===== src/rtl/bubbledrive8_pkg.sv =====
// Shared state codes, LED mode encoding and small decode helpers for the
// BubbleDrive8 power-mode supervisor.
package bubbledrive8_pkg;

  localparam int unsigned STATE_W = 3;

  typedef enum logic [STATE_W-1:0] {
    ST_RESET    = 3'b000,
    ST_SETTLE   = 3'b001,
    ST_EMULATOR = 3'b010,
    ST_DRAIN    = 3'b011,
    ST_MPSSE    = 3'b101,
    ST_ERR_MRST = 3'b110,
    ST_ERR_USB  = 3'b111
  } state_e;

  typedef enum logic [1:0] {
    LED_OFF  = 2'd0,
    LED_ON   = 2'd1,
    LED_SLOW = 2'd2,
    LED_FAST = 2'd3
  } led_mode_e;

  // Active-low core enables, one bit per core.
  typedef struct packed {
    logic emucore;
    logic tempsense;
    logic usb;
  } enables_t;

  // Active-low LED pin level for a mode, given the current blink phases.
  function automatic logic led_level(led_mode_e mode, logic slow_lit, logic fast_lit);
    logic lvl;
    case (mode)
      LED_ON:   lvl = 1'b0;
      LED_SLOW: lvl = ~slow_lit;
      LED_FAST: lvl = ~fast_lit;
      default:  lvl = 1'b1;
    endcase
    return lvl;
  endfunction

  // Core enables driven while sitting in a given state.
  function automatic enables_t state_enables(state_e s);
    enables_t en;
    case (s)
      ST_EMULATOR: en = '{emucore: 1'b0, tempsense: 1'b0, usb: 1'b0};
      ST_MPSSE:    en = '{emucore: 1'b1, tempsense: 1'b1, usb: 1'b0};
      default:     en = '{emucore: 1'b1, tempsense: 1'b1, usb: 1'b1};
    endcase
    return en;
  endfunction

endpackage


===== src/rtl/bubbledrive8_debounce.sv =====
// Two-flop synchroniser followed by a stable-count debouncer. The debounced
// level and its valid flag appear 2 + DEBOUNCE_CYCLES cycles after an input
// change (or after reset release).
module bubbledrive8_debounce #(
  parameter int unsigned DEBOUNCE_CYCLES = 4800,
  parameter int unsigned CNT_W           = 24
) (
  input  logic MCLK,
  input  logic nRST,
  input  logic i_async,
  output logic o_level,
  output logic o_valid
);

  localparam logic [CNT_W-1:0] CNT_LAST = CNT_W'(DEBOUNCE_CYCLES - 2);

  logic             r_sync1;
  logic             r_sync2;
  logic             r_fill1;
  logic             r_fill2;
  logic             r_cand_ok;
  logic             r_cand;
  logic             r_level;
  logic             r_valid;
  logic [CNT_W-1:0] r_cnt;

  // Synchroniser; r_fill marks when r_sync2 holds a real sample after reset.
  always_ff @(posedge MCLK or negedge nRST) begin
    if (!nRST) begin
      r_sync1 <= 1'b0;
      r_sync2 <= 1'b0;
      r_fill1 <= 1'b0;
      r_fill2 <= 1'b0;
    end else begin
      r_sync1 <= i_async;
      r_sync2 <= r_sync1;
      r_fill1 <= 1'b1;
      r_fill2 <= r_fill1;
    end
  end

  // Candidate tracking: restart the count on any difference, commit when stable.
  always_ff @(posedge MCLK or negedge nRST) begin
    if (!nRST) begin
      r_cand_ok <= 1'b0;
      r_cand    <= 1'b0;
      r_cnt     <= '0;
      r_level   <= 1'b0;
      r_valid   <= 1'b0;
    end else if (r_fill2) begin
      if (!r_cand_ok || (r_sync2 != r_cand)) begin
        r_cand_ok <= 1'b1;
        r_cand    <= r_sync2;
        r_cnt     <= '0;
      end else if (r_cnt == CNT_LAST) begin
        r_level <= r_cand;
        r_valid <= 1'b1;
      end else begin
        r_cnt <= r_cnt + CNT_W'(1);
      end
    end
  end

  assign o_level = r_level;
  assign o_valid = r_valid;

endmodule


===== src/rtl/bubbledrive8_supervisor.sv =====
// Power-mode supervisor: chooses emulator / MPSSE standby / error modes from
// debounced PWRSTAT and MRST, drives the active-low core enables with a drain
// gap between enabled modes, and drives the three status LEDs.
module bubbledrive8_supervisor #(
  parameter int unsigned DEBOUNCE_CYCLES = 4800,
  parameter int unsigned BLINK_HALF      = 8192,
  parameter int unsigned DRAIN_CYCLES    = 48,
  parameter int unsigned CNT_W           = 24
) (
  input  logic       MCLK,
  input  logic       nRST,
  input  logic       PWRSTAT,
  input  logic       MRST,
  input  logic       nDELAYING,
  output logic       nEMUCORE_EN,
  output logic       nTEMPSENSE_EN,
  output logic       nUSB_EN,
  output logic       nLED_PWROK,
  output logic       nLED_STANDBY,
  output logic       nLED_DELAYING,
  output logic [2:0] STATE
);

  import bubbledrive8_pkg::*;

  localparam logic [CNT_W-1:0] DRAIN_LAST = CNT_W'(DRAIN_CYCLES - 1);
  localparam logic [CNT_W-1:0] BLINK_LAST = CNT_W'(BLINK_HALF - 1);
  localparam logic [CNT_W-1:0] BLINK_MID  = CNT_W'((BLINK_HALF / 2) - 1);

  logic             w_pwr_level;
  logic             w_pwr_valid;
  logic             w_mrst_level;
  logic             w_mrst_valid;
  state_e           r_state;
  state_e           w_next_state;
  logic [CNT_W-1:0] r_drain_cnt;
  logic [CNT_W-1:0] r_blink_cnt;
  logic             r_slow_lit;
  logic             r_fast_lit;
  led_mode_e        w_mode_pwrok;
  led_mode_e        w_mode_standby;
  enables_t         r_en;
  logic             r_led_pwrok;
  logic             r_led_standby;
  logic             r_led_delaying;

  bubbledrive8_debounce #(
    .DEBOUNCE_CYCLES(DEBOUNCE_CYCLES),
    .CNT_W          (CNT_W)
  ) u_db_pwrstat (
    .MCLK   (MCLK),
    .nRST   (nRST),
    .i_async(PWRSTAT),
    .o_level(w_pwr_level),
    .o_valid(w_pwr_valid)
  );

  bubbledrive8_debounce #(
    .DEBOUNCE_CYCLES(DEBOUNCE_CYCLES),
    .CNT_W          (CNT_W)
  ) u_db_mrst (
    .MCLK   (MCLK),
    .nRST   (nRST),
    .i_async(MRST),
    .o_level(w_mrst_level),
    .o_valid(w_mrst_valid)
  );

  // Next-state decode; DRAIN ignores the inputs until its count expires.
  always_comb begin
    w_next_state = r_state;
    case (r_state)
      ST_RESET: w_next_state = ST_SETTLE;
      ST_SETTLE: begin
        if (w_pwr_valid && w_mrst_valid) begin
          case ({w_pwr_level, w_mrst_level})
            2'b00:   w_next_state = ST_EMULATOR;
            2'b01:   w_next_state = ST_ERR_MRST;
            2'b10:   w_next_state = ST_ERR_USB;
            default: w_next_state = ST_MPSSE;
          endcase
        end
      end
      ST_EMULATOR: if (w_mrst_level) w_next_state = ST_DRAIN;
      ST_MPSSE:    if (!w_pwr_level && !w_mrst_level) w_next_state = ST_DRAIN;
      ST_ERR_MRST: if (!w_mrst_level) w_next_state = ST_SETTLE;
      ST_ERR_USB:  if ({w_pwr_level, w_mrst_level} != 2'b10) w_next_state = ST_SETTLE;
      ST_DRAIN:    if (r_drain_cnt == DRAIN_LAST) w_next_state = ST_SETTLE;
      default:     w_next_state = ST_RESET;
    endcase
  end

  // State register plus drain and blink timers; any transition restarts both.
  always_ff @(posedge MCLK or negedge nRST) begin
    if (!nRST) begin
      r_state     <= ST_RESET;
      r_drain_cnt <= '0;
      r_blink_cnt <= '0;
      r_slow_lit  <= 1'b1;
      r_fast_lit  <= 1'b1;
    end else begin
      r_state <= w_next_state;
      if (w_next_state != r_state) begin
        r_drain_cnt <= '0;
        r_blink_cnt <= '0;
        r_slow_lit  <= 1'b1;
        r_fast_lit  <= 1'b1;
      end else begin
        r_drain_cnt <= (r_state == ST_DRAIN) ? r_drain_cnt + CNT_W'(1) : '0;
        if (r_blink_cnt == BLINK_LAST) begin
          r_blink_cnt <= '0;
          r_slow_lit  <= ~r_slow_lit;
          r_fast_lit  <= ~r_fast_lit;
        end else begin
          r_blink_cnt <= r_blink_cnt + CNT_W'(1);
          if (r_blink_cnt == BLINK_MID) r_fast_lit <= ~r_fast_lit;
        end
      end
    end
  end

  // LED mode per state.
  always_comb begin
    w_mode_pwrok   = LED_OFF;
    w_mode_standby = LED_OFF;
    case (r_state)
      ST_EMULATOR: w_mode_pwrok   = LED_ON;
      ST_MPSSE:    w_mode_standby = LED_SLOW;
      ST_ERR_MRST: w_mode_pwrok   = LED_SLOW;
      ST_ERR_USB:  w_mode_pwrok   = LED_FAST;
      default:     ;
    endcase
  end

  // Registered enables and LEDs, one cycle behind the state register.
  always_ff @(posedge MCLK or negedge nRST) begin
    if (!nRST) begin
      r_en           <= '1;
      r_led_pwrok    <= 1'b1;
      r_led_standby  <= 1'b1;
      r_led_delaying <= 1'b1;
    end else begin
      r_en           <= state_enables(r_state);
      r_led_pwrok    <= led_level(w_mode_pwrok, r_slow_lit, r_fast_lit);
      r_led_standby  <= nDELAYING ? led_level(w_mode_standby, r_slow_lit, r_fast_lit) : 1'b0;
      r_led_delaying <= (r_state == ST_EMULATOR) ? nDELAYING : 1'b1;
    end
  end

  assign nEMUCORE_EN   = r_en.emucore;
  assign nTEMPSENSE_EN = r_en.tempsense;
  assign nUSB_EN       = r_en.usb;
  assign nLED_PWROK    = r_led_pwrok;
  assign nLED_STANDBY  = r_led_standby;
  assign nLED_DELAYING = r_led_delaying;
  assign STATE         = r_state;

endmodule


===== config.mk =====
export PLATFORM = sky130hd
export DESIGN_NAME = bubbledrive8_supervisor
export DESIGN_NICKNAME = d
export VERILOG_FILES = /design/src/rtl/bubbledrive8_pkg.sv /design/src/rtl/bubbledrive8_debounce.sv /design/src/rtl/bubbledrive8_supervisor.sv
export SDC_FILE = /design/constraint.sdc
export NUM_CORES = 1
export LEC_CHECK = 0
export BUFFER_PORTS_ARGS = -buffer_cell sky130_fd_sc_hd__buf_2
export CAP_MARGIN = 10
export CORE_MARGIN = 5
export CORE_UTILIZATION = 50
export CTS_CLUSTER_DIAMETER = 40
export DETAILED_ROUTE_END_ITERATION = 16
export PLACE_DENSITY = 0.7
export SKIP_LAST_GASP = 1
export SLEW_MARGIN = 10
export SYNTH_ARGS = -nofsm -noshare
export SYNTH_HDL_FRONTEND = slang
export SYNTH_SLANG_ARGS = --single-unit

===== constraint.sdc =====
create_clock -name MCLK -period 3.8 [get_ports MCLK]
set_input_delay 0.76 -clock MCLK [delete_from_list [all_inputs] [get_ports MCLK]]
set_output_delay 0.76 -clock MCLK [all_outputs]
set_load 0.005 [all_outputs]

==> results.md, run 1 <==
* Status: completed
* Crit end category: register
* Top-count cell post-synth: dfrtp_1
* RD Place Congestion at 0.8601
* Sink Count at 120
* Share of synthesized cell area in and, or, nand and nor gates at 28.22%
* Post-Synth XOR/XNOR Area at 7.827%
* Largest family of logic cells by synthesized area: simple AND/OR/NAND/NOR gates
* Clk root buf: clkbuf_16
* # hold bufs at CTS at 0
* Async SR Flop Fraction at 100.0%
* Crit path largest cell delay at 0.84 ns
* Initial antenna violation count at 0
* Mapped Cells at 659
* Inserted Clock Buffers at 17
* Antenna diodes at 0
* First-pass GRT wire length at 22460 µm
* Worst Path Buf+Inv at 0
* Slew Limit Fails at 0
* Pin count of the biggest net entering global routing at 70
* Synth Cell Area at 6155 µm²
* Setup Skew at 0.006846 ns
* Cell taking the most area after synthesis: dfrtp_1
* Routed Antenna Nets at 0
* First-pass iteration count of the detailed router at 5
* Sequential share of the synthesized area at 48.93%
* Share of cells above drive strength 1 at 10.50%
* Period utilization at 66.33%
* Worst endpoint data arrival time at 2.84 ns
* Adder and majority gate portion of the synthesized area at 1.220%
* Vias in the first global route at 4829
* Slew @ Worst Pin at 1.042 ns
* Area delta synth->final at 12.95%
* Post-synthesis mux area share at 0.8945%
* Share of the synthesized area in the top cell type at 45.94%
* Max Cap Violations at 0
* Synth cell types at 55
* Critical-path cell list: ha_1, and2_1, and4_1, nand4_1, nand4b_1, nor2b_1
* Top delay family on crit path: simple AND/OR/NAND/NOR gates
* # resized after CTS at 0
* Final hold violation count at 0
* Initial Util at 51.03%
* Via Count at 4968
* Final Setup Violations at 0
* # port buffers at 13
* Synth Area in Compound Gates at 9.778%
* Post-CTS Setup Inserts at 0
* Leak at 0.002802 µW
* HPWL Detailed at 8358 µm
* Io pins at 14
* Later-pin clock latency in the skew report at 0.42 ns
* Fillers at 1042
* Crit start category: register
* Tmin final at 2.521 ns
* Std cell rows at 40
* Initial DRC count at 478
* PwrDens at 435.6 nW/µm²
* H-tree Lvls at 4
* RSZ-0062 raised after global routing: false
* Max_slew headroom at 30.14%
* Syn_nets at 670
* Critical path class: register to register
* Setup Slack @ Placement at 1.281 ns
* Critical-path top delay cell: nand4b_1
* Post-detailed-routing wire length at 12610 µm
* Worst-path clk slew at 0.05 ns
* Mean Syn Cell Area at 9.339 µm²
* Overflow after GRT at 0
* Yosys reg bits at 120
* WL/cell at 14.77 µm
* Clk buf depth at 2
* Yosys warns at 0
* Die Span Y at 120.9 µm
* Peak Freq at 0.3967 GHz
* Core ar. at 12060 µm²
* Synth Flop Type: dfrtp_1
* Type of the most critical hold path: register to register
* Req. time, crit path at 4.12 ns
* Final worst slack at 1.279 ns
* Synth area leaders: dfrtp_1, nor2_1, xnor2_1, nand2_1, nand3_1
* Most frequent cells after synthesis: dfrtp_1, nor2_1, nand2_1, nand3_1, xnor2_1
* Hold slack final at 0.3482 ns
* Die width at 120.9 µm
* Sum of negative setup slack at 0 ns
* Total power at 3028 µW
* Number of synthesized flops with an enable pin at 0
* Nets@finish at 684
* CTS tree: done
* GRT Total Usage at 18.84%
* CP max FO at 25
* Residual DRC at 0
* Die ar. at 14630 µm²
* Vias per std cell at 5.817
* Max IR drop VDD at 0.0002895 V
==> layer usage <==
metal | global-route usage, % | up-vias | wire, µm
li1 | - | 2393 | -
met1 | 24.27 | 2454 | 5874
met2 | 29.77 | 105 | 5999
met3 | 5.594 | 16 | 585
met4 | 7.578 | 0 | 154
met5 | 0 | - | 0
==> per-stage QoR <==
stage,cells,area [µm²],util [%]
global route,854,6952,57.63
CTS,854,6952,57.63
detailed placement,822,6365,52.77
global placement,822,6365,52.77
floorplan,659,6155,-
finish,854,6952,57.63
==> power by group <==
| group | switching, µW | internal, µW |
|---|---|---|
| Sequential | 26.1 | 1300 |
| Combinational | 90.8 | 39.1 |
| Clock | 545 | 1030 |
==> worst paths after layout <==
| kind | start | end | slack (ns) | cells after the start |
|---|---|---|---|---|
| max in group asynchronous | nRST | u_db_pwrstat.r_cnt[15] | 2.49 | 2 |
| max | r_drain_cnt[0] | r_drain_cnt[10] | 1.28 | 6 |
| min | u_db_pwrstat.r_sync1 | u_db_pwrstat.r_sync2 | 0.35 | 0 |
| min in group asynchronous | nRST | r_drain_cnt[8] | 0.45 | 1 |
| max reg2reg | r_drain_cnt[0] | r_drain_cnt[10] | 1.28 | 6 |
| min reg2reg | u_db_pwrstat.r_sync1 | u_db_pwrstat.r_sync2 | 0.35 | 0 |
==> final cells by class <==
| class | count | area (µm²) | share of cell area [%] |
|---|---|---|---|
| timing repair buffer | 21 | 127.6 | 1.836 |
| multi-input combinational | 498 | 2959 | 42.57 |
| clock buffer | 24 | 491.7 | 7.073 |
| clock inverter | 8 | 95.09 | 1.368 |
| tap | 168 | 210.2 | 3.024 |
| inverter | 15 | 56.30 | 0.8099 |
| sequential | 120 | 3012 | 43.32 |
==> cells by family (layout without fill, tap and decap cells) <==
group,count (synthesis),count (layout)
buf+inv,41,68
fa+ha+maj,6,6
flops,120,120
other cells,1,1
compound gates,95,95
xor+xnor,55,55
simple gates,336,336
mux,5,5
==> cell usage in the layout (no fill, tap or decap), types with 15 or more instances in the layout <==
master     instances
a21oi_1           25
clkbuf_16         17
dfrtp_1          113
inv_1             15
nand2_1           63
nand3_1           42
nand4_1           28
nor2_1            84
nor3_1            21
nor4_1            22
o21ai_0           17
xnor2_1           34
xor2_1            21
==> sequential cells by signal, indices dropped and copies added, names as in the netlist, 3 cells and up <==
register and count:
STATE 3, r_blink_cnt 24, r_drain_cnt 24, u_db_mrst.r_cnt 24, u_db_pwrstat.r_cnt 24
Power figures use the tool's default switching activity.
==> inputs of run 2 (changes only) <==
--- a/config.mk
+++ b/config.mk
@@ -5,6 +5,7 @@
 export SDC_FILE = /design/constraint.sdc
 export NUM_CORES = 1
 export LEC_CHECK = 0
+export ABC_AREA = 1
 export BUFFER_PORTS_ARGS = -buffer_cell sky130_fd_sc_hd__buf_2
 export CAP_MARGIN = 10
 export CORE_MARGIN = 5
==> constraint.sdc (replaced) <==
create_clock -name MCLK -period 2.4 [get_ports MCLK]
set_input_delay 0.48 -clock MCLK [delete_from_list [all_inputs] [get_ports MCLK]]
set_output_delay 0.48 -clock MCLK [all_outputs]
set_load 0.005 [all_outputs]
==> run 2 against run 1 <==
Global-route usage is 1.0 points higher. Critical path depth is 2 higher. Sequential power is 57% higher. Maximum frequency is 21% higher. Sequential share of layout area is 5.7 points lower. Via count is 27% higher. Total power is 61% higher. Setup slack worse by 0.97 ns. Wire length is 22% higher. Register-to-register slack worse by 0.97 ns. Final cell count is 46% higher. Critical path type unchanged. Highest routed layer unchanged.
==> results.md, run 2 <==
* Status: completed
* WL/cell at 12.37 µm (-16%)
* Vias per std cell at 5.069 (-13%)
* HPWL Detailed at 10760 µm (+29%)
* RR Startpoint: r_drain_cnt[0]
* Type of the most critical hold path: primary input to asynchronous set/reset pin
* Yosys warns at 0 (unchanged)
* Die ar. at 16820 µm² (+15%)
* Overflow after GRT at 0 (unchanged)
* Dpl cell area at 7398 µm² (+16%)
* Final hold violation count at 0 (unchanged)
* Yosys reg bits at 120 (unchanged)
* Die width at 129.7 µm (+7.2%)
* Synth cell types at 34 (-38%)
* Reg2Reg Setup Slack at 0.31 ns (-0.97 ns)
* Clk buf depth at 2 (unchanged)
* Cell taking the most area after synthesis: dfrtp_1
* Tmin final at 2.086 ns (-0.4344 ns)
* Io pins at 14 (unchanged)
* # port buffers at 13 (unchanged)
* Async SR Flop Fraction at 100.0% (unchanged)
* First-pass iteration count of the detailed router at 5 (unchanged)
* Period utilization at 86.93% (+21 points)
* Worst R2R End: r_blink_cnt[13]
* Final Setup Violations at 0 (unchanged)
* Share of the synthesized area in the top cell type at 39.48% (-6.5 points)
* Setup Skew at 0.009102 ns (+0.002256 ns)
* Sum of negative setup slack at 0 ns (unchanged)
* Hold slack final at 0.1045 ns (-0.2438 ns)
* # resized after CTS at 0 (unchanged)
* Cell area after layout at 8004 µm² (+15%)
* Clk root buf: clkbuf_16
* Top-count cell post-synth: nand2_1
* Max IR drop VDD at 0.0005071 V (+75%)
* Crit start category: register
* CP max FO at 24 (-4.0%)
* RSZ-0062 raised after global routing: false
* Worst R2R Path Depth at 8 (+2)
* Std cell rows at 43 (+7.5%)
* Peak Freq at 0.4793 GHz (+21%)
* # hold bufs at CTS at 0 (unchanged)
* Req. time, crit path at 2.72 ns (-1.40 ns)
* Sequential share of the synthesized area at 42.05% (-6.9 points)
* Post-detailed-routing wire length at 15380 µm (+22%)
* Share of cells above drive strength 1 at 7.244% (-3.3 points)
* Leak at 0.003572 µW (+27%)
* Mapped Cells at 1029 (+56%)
* H-tree Lvls at 4 (unchanged)
* Mean Syn Cell Area at 6.960 µm² (-25%)
* Initial antenna violation count at 0 (unchanged)
* Vias in the first global route at 6058 (+25%)
* Worst-path clk slew at 0.05 ns (about the same)
* Inserted Clock Buffers at 17 (unchanged)
* RD Place Congestion at 0.8833 (+2.7%)
* Crit end category: register
* Slew Limit Fails at 0 (unchanged)
* Critical path class: register to register
* Post-CTS Setup Inserts at 0 (unchanged)
* Synth Cell Area at 7162 µm² (+16%)
* Max_slew headroom at 56.67% (+27 points)
* GRT Total Usage at 19.89% (+1.0 points)
* Critical Path Sink: r_blink_cnt[13]
* Initial Util at 51.20% (+0.17 points)
* Area delta synth->final at 11.76%
* Die Span Y at 129.7 µm (+7.2%)
* Routed Antenna Nets at 0 (unchanged)
* Core ar. at 13990 µm² (+16%)
* Nets@finish at 1062 (+55%)
* Synth area leaders: dfrtp_1, nand2_1, nor2_1, nand3_1, inv_1
* CTS tree: done
* Antenna diodes at 0 (unchanged)
* Number of synthesized flops with an enable pin at 0 (unchanged)
* Residual DRC at 0 (unchanged)
* Later-pin clock latency in the skew report at 0.43 ns (about the same)
* Slew @ Worst Pin at 0.6499 ns (-0.3925 ns)
* First-pass GRT wire length at 27210 µm (+21%)
* PwrDens at 609.6 nW/µm² (+40%)
* Max Cap Violations at 0 (unchanged)
* Sink Count at 120 (unchanged)
* Pin count of the biggest net entering global routing at 121 (+73%)
* Critical Path Source: r_drain_cnt[0]
* Most frequent cells after synthesis: nand2_1, nor2_1, dfrtp_1, inv_1, nand3_1
* Via Count at 6301 (+27%)
* Initial DRC count at 471 (-1.5%)
* Commonest non-fill, non-tap cell in the layout: nand2_1
* Syn_nets at 1040 (+55%)
* Worst endpoint data arrival time at 2.41 ns (-0.43 ns)
* Most frequent cells in the layout: nand2_1, nor2_1, dfrtp_1
* Synth Flop Type: dfrtp_1
run 2: changes by cell type in the layout (fill, tap and decap cells not counted), sizes merged, moves of 22 or more:
cell and change:
a21oi -24, inv +98, nand2 +231, nand3 +58
nor2 +118, nor4 -24, o21ai +23, xnor2 -22
run 2: logic make-up after synthesis:
logic type / share of synthesized area [%]
and+or+nand+nor: 39.03
buffers and inverters: 7.844
AOI/OAI and AO/OA: 4.350
xor gates and xnor gates: 5.625
other: 0.05236
DFF: 42.05
adders and majority gates: 1.048
run 2: power breakdown:
group,internal [µW],leakage (µW),switching (µW),total [µW]
Combinational,50.7,0.00168,145,195
Clock,1680,0.000288,914,2590
Sequential,2060,0.00161,35.0,2090
Total,3790,0.00357,1090,4880
run 2: worst max-delay path, stage by stage, from the launching register on:
cell and delay, ns:
dfrtp_1 0.43, ha_1 0.30, nand3_1 0.17, nor2_1 0.06, nand3_1 0.06, nand2_1 0.14, nand3_1 0.14, nand3_2 0.38
nor2_1 0.29
run 2: final cells by class:
type                       instances  area, µm²
clock buffer                      20      456.7
clock inverter                    11      148.9
fill                            1292       5984
inverter                         118      447.9
multi-input combinational        775       3588
sequential                       120       3012
tap                              180      225.2
timing repair buffer              19      125.1
run 2: metal layers:
layer  share of wire (%)  wire (µm)  up-vias  track usage (%)
met2                  45       6959      125            32.03
met3                 4.1        633       20            4.740
met4                 1.5        231        0            6.296
li1                    -          -     3289                -
met1                  49       7554     2867            26.66
met5                   0          0        -                0
run 2: stage by stage:
| step | setup WS [ns] | util (%) | power, µW | std cells |
|---|---|---|---|---|
| 2_1_floorplan | 0.7688 | - | 2234 | 1029 |
| 3_3_place_gp | 0.4548 | 52.89 | 2322 | 1212 |
| 3_5_place_dp | 0.3817 | 52.89 | 2324 | 1212 |
| 4_1_cts | 0.2895 | 57.22 | 4927 | 1243 |
| 5_1_grt | 0.08951 | 57.22 | 5069 | 1243 |
| 6_report | 0.3137 | 57.22 | 4879 | 1243 |
run 2: worst min path at each step:
stage	from	end	slack (ns)	cells past startpoint
after global routing	MRST	u_db_mrst.r_sync1	0.15	1
after detailed placement	u_db_mrst.r_fill1	u_db_pwrstat.r_fill2	0.33	0
after floorplan	nRST	STATE[0]	0.18	0
after global placement	u_db_pwrstat.r_sync1	u_db_pwrstat.r_sync2	0.33	0
after CTS	MRST	u_db_mrst.r_sync1	0.15	1
final	nRST	r_drain_cnt[11]	0.10	2
==> inputs of run 3 (changes only) <==
--- a/config.mk
+++ b/config.mk
@@ -8,8 +8,10 @@
 export ABC_AREA = 1
 export BUFFER_PORTS_ARGS = -buffer_cell sky130_fd_sc_hd__buf_2
 export CAP_MARGIN = 10
+export CORE_ASPECT_RATIO = 1.5
 export CORE_MARGIN = 5
 export CORE_UTILIZATION = 50
+export CTS_BUF_LIST = sky130_fd_sc_hd__clkbuf_4
 export CTS_CLUSTER_DIAMETER = 40
 export DETAILED_ROUTE_END_ITERATION = 16
 export PLACE_DENSITY = 0.7
==> run 3 against run 2 <==
Maximum frequency rose by 8.1%. Combinational power rose by 2%. First-iteration DRC count fell by 30%. Non-clock buffer count rose by 5. Die area rose by 0.30%. Global-route usage fell by 0.22 points. Clock skew rose by 0.011 ns. Clock-buffer cell count fell by 3. Final cell count rose by 1.5%. Critical path type unchanged. Critical endpoint is now r_blink_cnt[23]. Largest power group is now sequential cells.
==> results.md, run 3 (synthesis gave the netlist of run 2 again) <==
* Final worst slack at 0.4702 ns (+0.1565 ns)
* Clk buf depth at 2 (unchanged)
* Pin count of the biggest net entering global routing at 47 (-61%)
* GR peak layer: met2
* # resized after CTS at 0 (unchanged)
* Dpl cell area at 7441 µm² (+0.57%)
* Worst endpoint data arrival time at 2.37 ns (-0.04 ns)
* Area occupied by multi-input gates at 3588 µm² (unchanged)
* Type of the most critical hold path: primary input to register
* Final hold violation count at 0 (unchanged)
* Worst R2R End: r_blink_cnt[23]
* Crit path largest cell delay at 0.44 ns (about the same)
* Critical Path Source: r_drain_cnt[0]
* Critical Path Sink: r_blink_cnt[23]
* RD Place Congestion at 0.9212 (+4.3%)
* Leak at 0.003449 µW (-3.4%)
* Routed Antenna Nets at 0 (unchanged)
* Worst-path clk slew at 0.11 ns (+0.06 ns)
* Area delta synth->final at 8.246%
* Crit end category: register
* Inserted Clock Buffers at 17 (unchanged)
* First-pass iteration count of the detailed router at 4 (-1)
* Via Count at 6286 (-0.24%)
* HPWL Detailed at 11480 µm (+6.7%)
* Period utilization at 80.41% (-6.5 points)
* Tmin final at 1.930 ns (-0.1565 ns)
* Die width at 107.7 µm (-17%)
* Req. time, crit path at 2.84 ns (+0.12 ns)
* Setup Skew at 0.02052 ns (+0.01142 ns)
* RR Startpoint: r_drain_cnt[0]
* GR Util met2 at 33.48% (+1.5 points)
* Sink Count at 120 (unchanged)
* GRT Total Usage at 19.67% (-0.22 points)
* Post-CTS Setup Inserts at 0 (unchanged)
* Fillers at 1454 (+13%)
* Std cell rows at 53 (+23%)
* First-pass GRT wire length at 26920 µm (-1.1%)
* Max IR drop VDD at 0.0003470 V (-32%)
* Vias in the first global route at 5973 (-1.4%)
* Worst Path Buf+Inv at 0 (unchanged)
* Placed Cells at 1226 (+1.2%)
* M3 GR Usage at 3.632% (-1.1 points)
* # port buffers at 13 (unchanged)
* Setup Slack @ Placement at 0.4577 ns (+0.07605 ns)
* Clk root buf: clkbuf_4
* Residual DRC at 0 (unchanged)
* H-tree Lvls at 4 (unchanged)
* Hold slack final at 0.09395 ns (-0.01051 ns)
* Overflow after GRT at 0 (unchanged)
* Die ar. at 16870 µm² (+0.30%)
* RSZ-0062 raised after global routing: false
* Crit start category: register
* Initial DRC count at 328 (-30%)
* Nets@finish at 1067 (+0.47%)
* Max Cap Violations at 0 (unchanged)
* Max_slew headroom at 63.36% (+6.7 points)
* Most frequent cells in the layout: nand2_1, nor2_1, dfrtp_1
* Commonest non-fill, non-tap cell in the layout: nand2_1
* Critical-path cell list: ha_1, nand3_1, nor2_1, nand3_1, nand2_1, nand3_1, nand3_2, nor2_1
* Core ar. at 14060 µm² (+0.50%)
* Met1 Track Usage GR at 24.13% (-2.5 points)
* CP Depth at 8 (unchanged)
* Most frequent CP cell: nand3_1
* Cell area after layout at 7752 µm² (-3.1%)
* WL/cell at 12.07 µm (-2.4%)
* CTS tree: done
* Final Setup Violations at 0 (unchanged)
* Slew @ Worst Pin at 0.5463 ns (-0.1036 ns)
* Register area at 3012 µm² (unchanged)
* Io pins at 14 (unchanged)
* PwrDens at 479.0 nW/µm² (-21%)
* Top delay family on crit path: simple AND/OR/NAND/NOR gates
* Status: completed
* Die Span Y at 156.6 µm (+21%)
* Reg2Reg Setup Slack at 0.47 ns (+0.16 ns)
* Critical-path top delay cell: dfrtp_1
* Peak Freq at 0.5182 GHz (+8.1%)
* Initial antenna violation count at 1 (+1)
* Sum of negative setup slack at 0 ns (unchanged)
* Later-pin clock latency in the skew report at 0.57 ns (+0.14 ns)
* CP max FO at 24 (unchanged)
* Slew Limit Fails at 0 (unchanged)
* # hold bufs at CTS at 3 (+3)
* Critical path class: register to register
* Worst R2R Path Depth at 8 (unchanged)
* Vias per std cell at 4.981 (-1.7%)
* Post-detailed-routing wire length at 15240 µm (-0.92%)
* Share of cells above drive strength 1 at 7.390% (+0.15 points)
* Initial Util at 50.94% (-0.26 points)
* Non-filler cells, final at 1262 (+1.5%)
run 3: changes by cell type in the layout (fill, tap and decap cells not counted), sizes merged:
cell,previous run,this run
dlygate4sd3,0,3
clkbuf,20,17
clkinvlp,3,4
diode,0,1
buf,19,21
bufinv,3,2
clkinv,10,12
inv,113,115
run 3: worst min-delay path by stage:
stage	from	to	slack [ns]	cells past startpoint
finish	nDELAYING	nLED_STANDBY	0.09	3
global route	nDELAYING	nLED_STANDBY	0.08	3
CTS	nDELAYING	nLED_STANDBY	0.06	3
detailed placement	u_db_mrst.r_sync1	u_db_mrst.r_sync2	0.34	0
global placement	u_db_mrst.r_sync1	u_db_mrst.r_sync2	0.33	0
floorplan	nRST	STATE[0]	0.18	0
run 3: per-stage QoR:
stage,util [%],total power (µW)
floorplan,-,2234
global placement,52.93,2323
detailed placement,52.93,2326
CTS,55.13,3771
global route,55.14,3892
finish,55.14,3713
run 3: per-layer routing:
metal  share of wire [%]  up-vias
met2                  49       87
met3                 2.8       38
met4                 2.8        0
li1                    -     3298
met5                   0        -
met1                  45     2863
run 3: power breakdown:
part           internal (µW)  switching (µW)
combinational           57.1             141
clock                    614             813
sequential              2050            35.6
run 3: cell type report:
class                           instances  share of cell area [%]
Multi-Input combinational cell        775                   46.29
Clock inverter                         15                   1.953
Sequential cell                       120                   38.85
Antenna cell                            1                 0.03228
Clock buffer                           17                   1.646
Tap cell                              192                   3.099
Timing Repair Buffer                   24                   2.356
Inverter                              118                   5.778
run 3: worst min-delay path: stages:
cell and delay [ns]:
buf_2 0.10, nand2_1 0.05, inv_1 0.03
